$ cat src/rtl/sw_tile_scheduler.sv
// Sequences the Smith-Waterman PE tile datapath: loads R/Q buffers, issues tiles in
// ref-major order, and reduces per-tile maxima into the global best score and position.
module sw_tile_scheduler #(
  parameter int unsigned REF_LEN         = 64,
  parameter int unsigned QRY_LEN         = 48,
  parameter int unsigned PE_DIM          = 4,
  parameter int unsigned WIDTH_SCORE     = 8,
  parameter int unsigned WIDTH_POS_REF   = 7,
  parameter int unsigned WIDTH_POS_QUERY = 6
) (
  input  logic                              i_clk,
  input  logic                              i_rst_n,
  input  logic                              i_valid,
  output logic                              o_ref_we,
  output logic [5:0]                        o_ref_addr,
  output logic                              o_qry_we,
  output logic [5:0]                        o_qry_addr,
  output logic                              o_tile_start,
  output logic [3:0]                        o_tile_i,
  output logic [3:0]                        o_tile_j,
  output logic                              o_init_ref_edge,
  output logic                              o_init_qry_edge,
  input  logic                              i_tile_done,
  input  logic signed [WIDTH_SCORE-1:0]     i_tile_max,
  input  logic [1:0]                        i_tile_off_ref,
  input  logic [1:0]                        i_tile_off_qry,
  output logic                              o_busy,
  output logic                              o_finish,
  output logic signed [WIDTH_SCORE-1:0]     o_max,
  output logic [WIDTH_POS_REF-1:0]          o_pos_ref,
  output logic [WIDTH_POS_QUERY-1:0]        o_pos_query
);

  localparam int unsigned RefCntW = $clog2(REF_LEN + 1);
  localparam int unsigned QryCntW = $clog2(QRY_LEN + 1);
  localparam logic [RefCntW-1:0] RefFull   = RefCntW'(REF_LEN);
  localparam logic [QryCntW-1:0] QryFull   = QryCntW'(QRY_LEN);
  localparam logic [3:0]         TileILast = 4'(REF_LEN / PE_DIM - 1);
  localparam logic [3:0]         TileJLast = 4'(QRY_LEN / PE_DIM - 1);

  typedef enum logic [2:0] {
    StIdle,
    StLoad,
    StIssue,
    StWait,
    StAdv,
    StDone
  } state_e;

  state_e                              r_state, w_state_nxt;
  logic [RefCntW-1:0]                  r_ref_cnt, w_ref_cnt_nxt;
  logic [QryCntW-1:0]                  r_qry_cnt, w_qry_cnt_nxt;
  logic [3:0]                          r_tile_i, w_tile_i_nxt;
  logic [3:0]                          r_tile_j, w_tile_j_nxt;
  logic signed [WIDTH_SCORE-1:0]       r_max, w_max_nxt;
  logic [WIDTH_POS_REF-1:0]            r_pos_ref, w_pos_ref_nxt;
  logic [WIDTH_POS_QUERY-1:0]          r_pos_qry, w_pos_qry_nxt;
  logic [WIDTH_POS_REF-1:0]            w_cand_ref;
  logic [WIDTH_POS_QUERY-1:0]          w_cand_qry;

  // 1-based matrix coordinates of the current tile's maximum
  assign w_cand_ref = WIDTH_POS_REF'(r_tile_i) * WIDTH_POS_REF'(PE_DIM)
                    + WIDTH_POS_REF'(i_tile_off_ref) + WIDTH_POS_REF'(1);
  assign w_cand_qry = WIDTH_POS_QUERY'(r_tile_j) * WIDTH_POS_QUERY'(PE_DIM)
                    + WIDTH_POS_QUERY'(i_tile_off_qry) + WIDTH_POS_QUERY'(1);

  always_ff @(posedge i_clk or negedge i_rst_n) begin
    if (!i_rst_n) begin
      r_state   <= StIdle;
      r_ref_cnt <= '0;
      r_qry_cnt <= '0;
      r_tile_i  <= '0;
      r_tile_j  <= '0;
      r_max     <= '0;
      r_pos_ref <= '0;
      r_pos_qry <= '0;
    end else begin
      r_state   <= w_state_nxt;
      r_ref_cnt <= w_ref_cnt_nxt;
      r_qry_cnt <= w_qry_cnt_nxt;
      r_tile_i  <= w_tile_i_nxt;
      r_tile_j  <= w_tile_j_nxt;
      r_max     <= w_max_nxt;
      r_pos_ref <= w_pos_ref_nxt;
      r_pos_qry <= w_pos_qry_nxt;
    end
  end

  always_comb begin
    w_state_nxt   = r_state;
    w_ref_cnt_nxt = r_ref_cnt;
    w_qry_cnt_nxt = r_qry_cnt;
    w_tile_i_nxt  = r_tile_i;
    w_tile_j_nxt  = r_tile_j;
    w_max_nxt     = r_max;
    w_pos_ref_nxt = r_pos_ref;
    w_pos_qry_nxt = r_pos_qry;
    o_ref_we      = 1'b0;
    o_qry_we      = 1'b0;
    o_tile_start  = 1'b0;
    o_finish      = 1'b0;
    unique case (r_state)
      StIdle: begin
        if (i_valid) begin
          o_ref_we      = 1'b1;
          o_qry_we      = 1'b1;
          w_ref_cnt_nxt = RefCntW'(1);
          w_qry_cnt_nxt = QryCntW'(1);
          w_max_nxt     = '0;
          w_pos_ref_nxt = '0;
          w_pos_qry_nxt = '0;
          w_state_nxt   = StLoad;
        end
      end
      StLoad: begin
        if (i_valid && (r_ref_cnt < RefFull)) begin
          o_ref_we      = 1'b1;
          w_ref_cnt_nxt = r_ref_cnt + RefCntW'(1);
        end
        if (i_valid && (r_qry_cnt < QryFull)) begin
          o_qry_we      = 1'b1;
          w_qry_cnt_nxt = r_qry_cnt + QryCntW'(1);
        end
        // Leave as soon as the final write lands so the first tile follows immediately
        if ((w_ref_cnt_nxt == RefFull) && (w_qry_cnt_nxt == QryFull)) begin
          w_state_nxt = StIssue;
        end
      end
      StIssue: begin
        o_tile_start = 1'b1;
        w_state_nxt  = StWait;
      end
      StWait: begin
        if (i_tile_done) begin
          if (i_tile_max > r_max) begin
            w_max_nxt     = i_tile_max;
            w_pos_ref_nxt = w_cand_ref;
            w_pos_qry_nxt = w_cand_qry;
          end
          w_state_nxt = StAdv;
        end
      end
      StAdv: begin
        if (r_tile_j != TileJLast) begin
          w_tile_j_nxt = r_tile_j + 4'd1;
          w_state_nxt  = StIssue;
        end else if (r_tile_i != TileILast) begin
          w_tile_j_nxt = '0;
          w_tile_i_nxt = r_tile_i + 4'd1;
          w_state_nxt  = StIssue;
        end else begin
          w_state_nxt = StDone;
        end
      end
      StDone: begin
        o_finish      = 1'b1;
        w_ref_cnt_nxt = '0;
        w_qry_cnt_nxt = '0;
        w_tile_i_nxt  = '0;
        w_tile_j_nxt  = '0;
        w_state_nxt   = StIdle;
      end
      default: w_state_nxt = StIdle;
    endcase
  end

  assign o_ref_addr      = 6'(r_ref_cnt);
  assign o_qry_addr      = 6'(r_qry_cnt);
  assign o_tile_i        = r_tile_i;
  assign o_tile_j        = r_tile_j;
  assign o_init_ref_edge = ((r_state == StIssue) || (r_state == StWait)) && (r_tile_i == 4'd0);
  assign o_init_qry_edge = ((r_state == StIssue) || (r_state == StWait)) && (r_tile_j == 4'd0);
  assign o_busy          = (r_state != StIdle);
  assign o_max           = r_max;
  assign o_pos_ref       = r_pos_ref;
  assign o_pos_query     = r_pos_qry;

endmodule

$ cat config.mk
export PLATFORM = sky130hd
export DESIGN_NAME = sw_tile_scheduler
export DESIGN_NICKNAME = d
export VERILOG_FILES = /design/src/rtl/sw_tile_scheduler.sv
export SDC_FILE = /design/constraint.sdc
export NUM_CORES = 1
export LEC_CHECK = 0
export CAP_MARGIN = 20
export CORE_AREA = 2 2 108 58
export DETAILED_ROUTE_END_ITERATION = 6
export DIE_AREA = 0 0 110 60
export PLACE_DENSITY_LB_ADDON = 0.15
export SLEW_MARGIN = 10
export SYNTH_ARGS = -nofsm -noshare
export SYNTH_HDL_FRONTEND = slang
export SYNTH_SLANG_ARGS = --single-unit
$ cat constraint.sdc
create_clock -name i_clk -period 2.95 [get_ports i_clk]
set_clock_uncertainty 0.1 [all_clocks]
set_input_delay 0.4425 -clock i_clk [delete_from_list [all_inputs] [get_ports i_clk]]
set_output_delay 0.4425 -clock i_clk [all_outputs]
set_load 0.05 [all_outputs]
==> reports/qor.csv <==
stage,metric,value,unit
placed_design,IO buf count,63,
cells_and_area,finished layout cell area,0.00355,mm2
clock_network,root buf cell,clkbuf_8,
worst_setup_path,R2R depth,8,
sta,fin crit share,93.3,%
logic_synthesis,Synth area leaders,"dfrtp_1, ha_1, a22o_1",
worst_setup_path,"Largest stage delay, worst path",840,ps
min_path,Hold Path Stages,1,
logic_synthesis,sequential area share after synthesis,40.9,%
global_routing,first-pass GRT wire length,11.6,mm
clock_network,Max H-tree Level,2,
worst_setup_path,"Buf+Inv Stages, Crit Path",2,
clock_network,CTS max path bufs,2,
floorplanning,Rows,20,
worst_setup_path,WP data arrival,2210,ps
worst_setup_path,WP depth,4,
power_and_ir_drop,Total Power,0.00174,W
logic_synthesis,Post-synth top cells,"dfrtp_1, nand2_1, o21ai_0",
global_routing,overall routing resource usage,23.6,%
sta,"Setup violations, final",0,
power_and_ir_drop,Worst IR Drop VDD,264,uV
placed_design,Detailed Place HPWL,5.32,mm
clock_network,CTS tree,done,
floorplanning,initial core utilization,48.1,%
worst_setup_path,crit start category,flip-flop,
logic_synthesis,synthesized area per cell,9.12,um2
cells_and_area,Layout fillers,525,
floorplanning,Ports,64,
worst_setup_path,Slowest cell on crit path,clkdlybuf4s50_1,
worst_setup_path,worst path cell trace,inv_1 -> nand2_1 -> nor4b_2 -> clkdlybuf4s50_1,
logic_synthesis,Yosys cell types,47,
clock_network,"Clk Latency, worst-skew pair",310,ps
clock_network,Sink Count,45,
worst_setup_path,Critical Path Sink Type,output port,
logic_synthesis,Post-Synthesis Cells,302,
outcome,status,"finished, final reports clean",
logic_synthesis,async set-or-reset flop fraction in the synthesized netlist,100,%
floorplanning,DIE AREA,0.00660,mm2
worst_setup_path,FF-to-FF setup slack,540,ps
detailed_routing,total number of vias,2439,
placed_design,placed cell area,0.00342,mm2
clock_network,post_cts resized,0,
sta,achievable frequency,0.363,GHz
cells_and_area,fin util,62.0,%
min_path,Hold WC Path Type,reg -> reg,
floorplanning,area of the core,0.00573,mm2
detailed_routing,Initial DRT Pass Iterations,5,
logic_synthesis,Syn. warnings,0,
clock_network,hold_buf cts,0,
sta,unrepaired setup endpoints after global routing,false,
detailed_routing,post-route ant nets,0,
logic_synthesis,cell area after synthesis,0.00275,mm2
cells_and_area,antenna diode count,0,
placed_design,GP Congestion,0.841,
logic_synthesis,Yosys reg bits,45,
power_and_ir_drop,Leak Pwr,1.55,nW
global_routing,initial antenna violation count,0,
floorplanning,die width,110,um
sta,setup tns final,0,ps
floorplanning,die span in y,60,um
detailed_routing,residual DRC count,0,
cells_and_area,sequential cell area,0.00113,mm2
sta,max-slew violation count,0,
logic_synthesis,post-synth net total,334,
sta,Final Hold Violating Endpoints,0,
worst_setup_path,Critical Path Fanout Max,8,
logic_synthesis,number of synthesized flops with an enable pin,0,
cells_and_area,Layout Nets,393,
worst_setup_path,Crit path max-delay family,buffers and inverters,
logic_synthesis,"area leader, netlist",dfrtp_1,
sta,Slew @ Worst Pin,770,ps
worst_setup_path,Crit path required time,2410,ps
sta,Slew headroom,48.5,%
global_routing,largest net degree at the start of global routing,46,
clock_network,CTS Buf Count,5,
clock_network,Worst-path clk slew,90,ps
worst_setup_path,Setup Crit Path Kind,reg -> out,
detailed_routing,vias per inst,5.56,
logic_synthesis,top-count cell post-synth,dfrtp_1,
cells_and_area,Layout area overhead,28.9,%
detailed_routing,initial drt markers,171,
logic_synthesis,post-synth top area share,40.9,%
logic_synthesis,ys flop type,dfrtp_1,
power_and_ir_drop,Power Dens Cells,491,mW/mm2
detailed_routing,drt wl/cell,16.3,um
global_routing,grt total ovfl,0,
cells_and_area,area of the multi-input gates,0.00143,mm2
detailed_routing,WL final,7.15,mm
cells_and_area,share of cells above drive strength 1,8.56,%
global_routing,vias in the first global route,2232,
sta,Tmin final,2750,ps
flow_run,max_cap viols,0,
clock_network,post-CTS setup buffers,0,
sequential cells by signal, indices dropped and copies added (netlist names):
register,count
o_tile_j,4
o_pos_ref,7
r_ref_cnt,7
o_pos_query,6
r_state,3
o_max,8
o_tile_i,4
o_qry_addr,6
layout make-up:
cell class / instances / area share (%)
multi-input cells: 216 / 40.4
flip-flops and latches: 45 / 31.7
repair buffers: 73 / 20.4
well taps: 77 / 2.71
clock buffers: 6 / 2.33
inverters: 20 / 2.11
clock inverters: 2 / 0.388
final timing paths:
path	end	startpoint
setup reg to reg	o_pos_query[2]$_DFFE_PN0P_	o_max[3]$_DFFE_PN0P_
setup / recovery	o_init_ref_edge	r_state[2]$_DFFE_PN0P_
hold reg to reg	o_pos_ref[3]$_DFFE_PN0P_	o_pos_ref[3]$_DFFE_PN0P_
hold / removal	o_pos_ref[3]$_DFFE_PN0P_	o_pos_ref[3]$_DFFE_PN0P_
max in group asynchronous	r_ref_cnt[6]$_DFFE_PN0P_	i_rst_n
min in group asynchronous	o_max[1]$_DFFE_PN0P_	i_rst_n
per-stage QoR:
| step | hold WS, ps | std cells | setup slack (ps) |
|---|---|---|---|
| 2_1_floorplan | 46.9 | 302 | 327 |
| 3_3_place_gp | 389 | 429 | 113 |
| 3_5_place_dp | 391 | 429 | 71.2 |
| 4_1_cts | 249 | 437 | 218 |
| 5_1_grt | 436 | 439 | 92.7 |
| 6_report | 415 | 439 | 197 |
power breakdown:
group,switching [W],internal (W)
logic,0.000353,0.000207
clock network,0.000228,0.000190
registers,0.0000988,0.000667
routing by layer:
layer / vias up / track usage (%) / wire length, um
met5: - / 0 / 0
met4: 0 / 3.98 / 59
met3: 7 / 7.52 / 595
met2: 89 / 28.1 / 2650
met1: 1149 / 39.6 / 3850
li1: 1194 / - / -
placed cells by master (no fill, tap or decap), drive strengths merged, types with 2 or more instances in the layout:
cell type      count
o2bb2ai            2
dfrtp             45
inv               20
a22o              20
and3               2
o22ai              3
xor2               6
clkinv             2
clkbuf             6
o21ai             22
nand3             14
ha                16
a31oi              2
and3b              2
nand3b             5
clkdlybuf4s50     60
o31ai              5
nor3               4
mux2i              2
and4b              2
or4                2
buf               12
a211oi             4
nand2             32
a21oi             15
xnor2              6
nand2b             8
nor2              16
nor2b              6
nand4              9
cell families (layout without fill, tap and decap cells):
family,after synthesis,after routing,share of synthesized area (%)
buffers and inverters,41,101,7.27
adders and majority gates,16,16,7.27
AOI/OAI and AO/OA,80,80,20.0
and+or+nand+nor,106,106,20.0
muxes,2,2,0.727
DFF,45,45,40.9
xor gates and xnor gates,12,12,3.82
No activity file was read; power rests on OpenSTA's default activity.
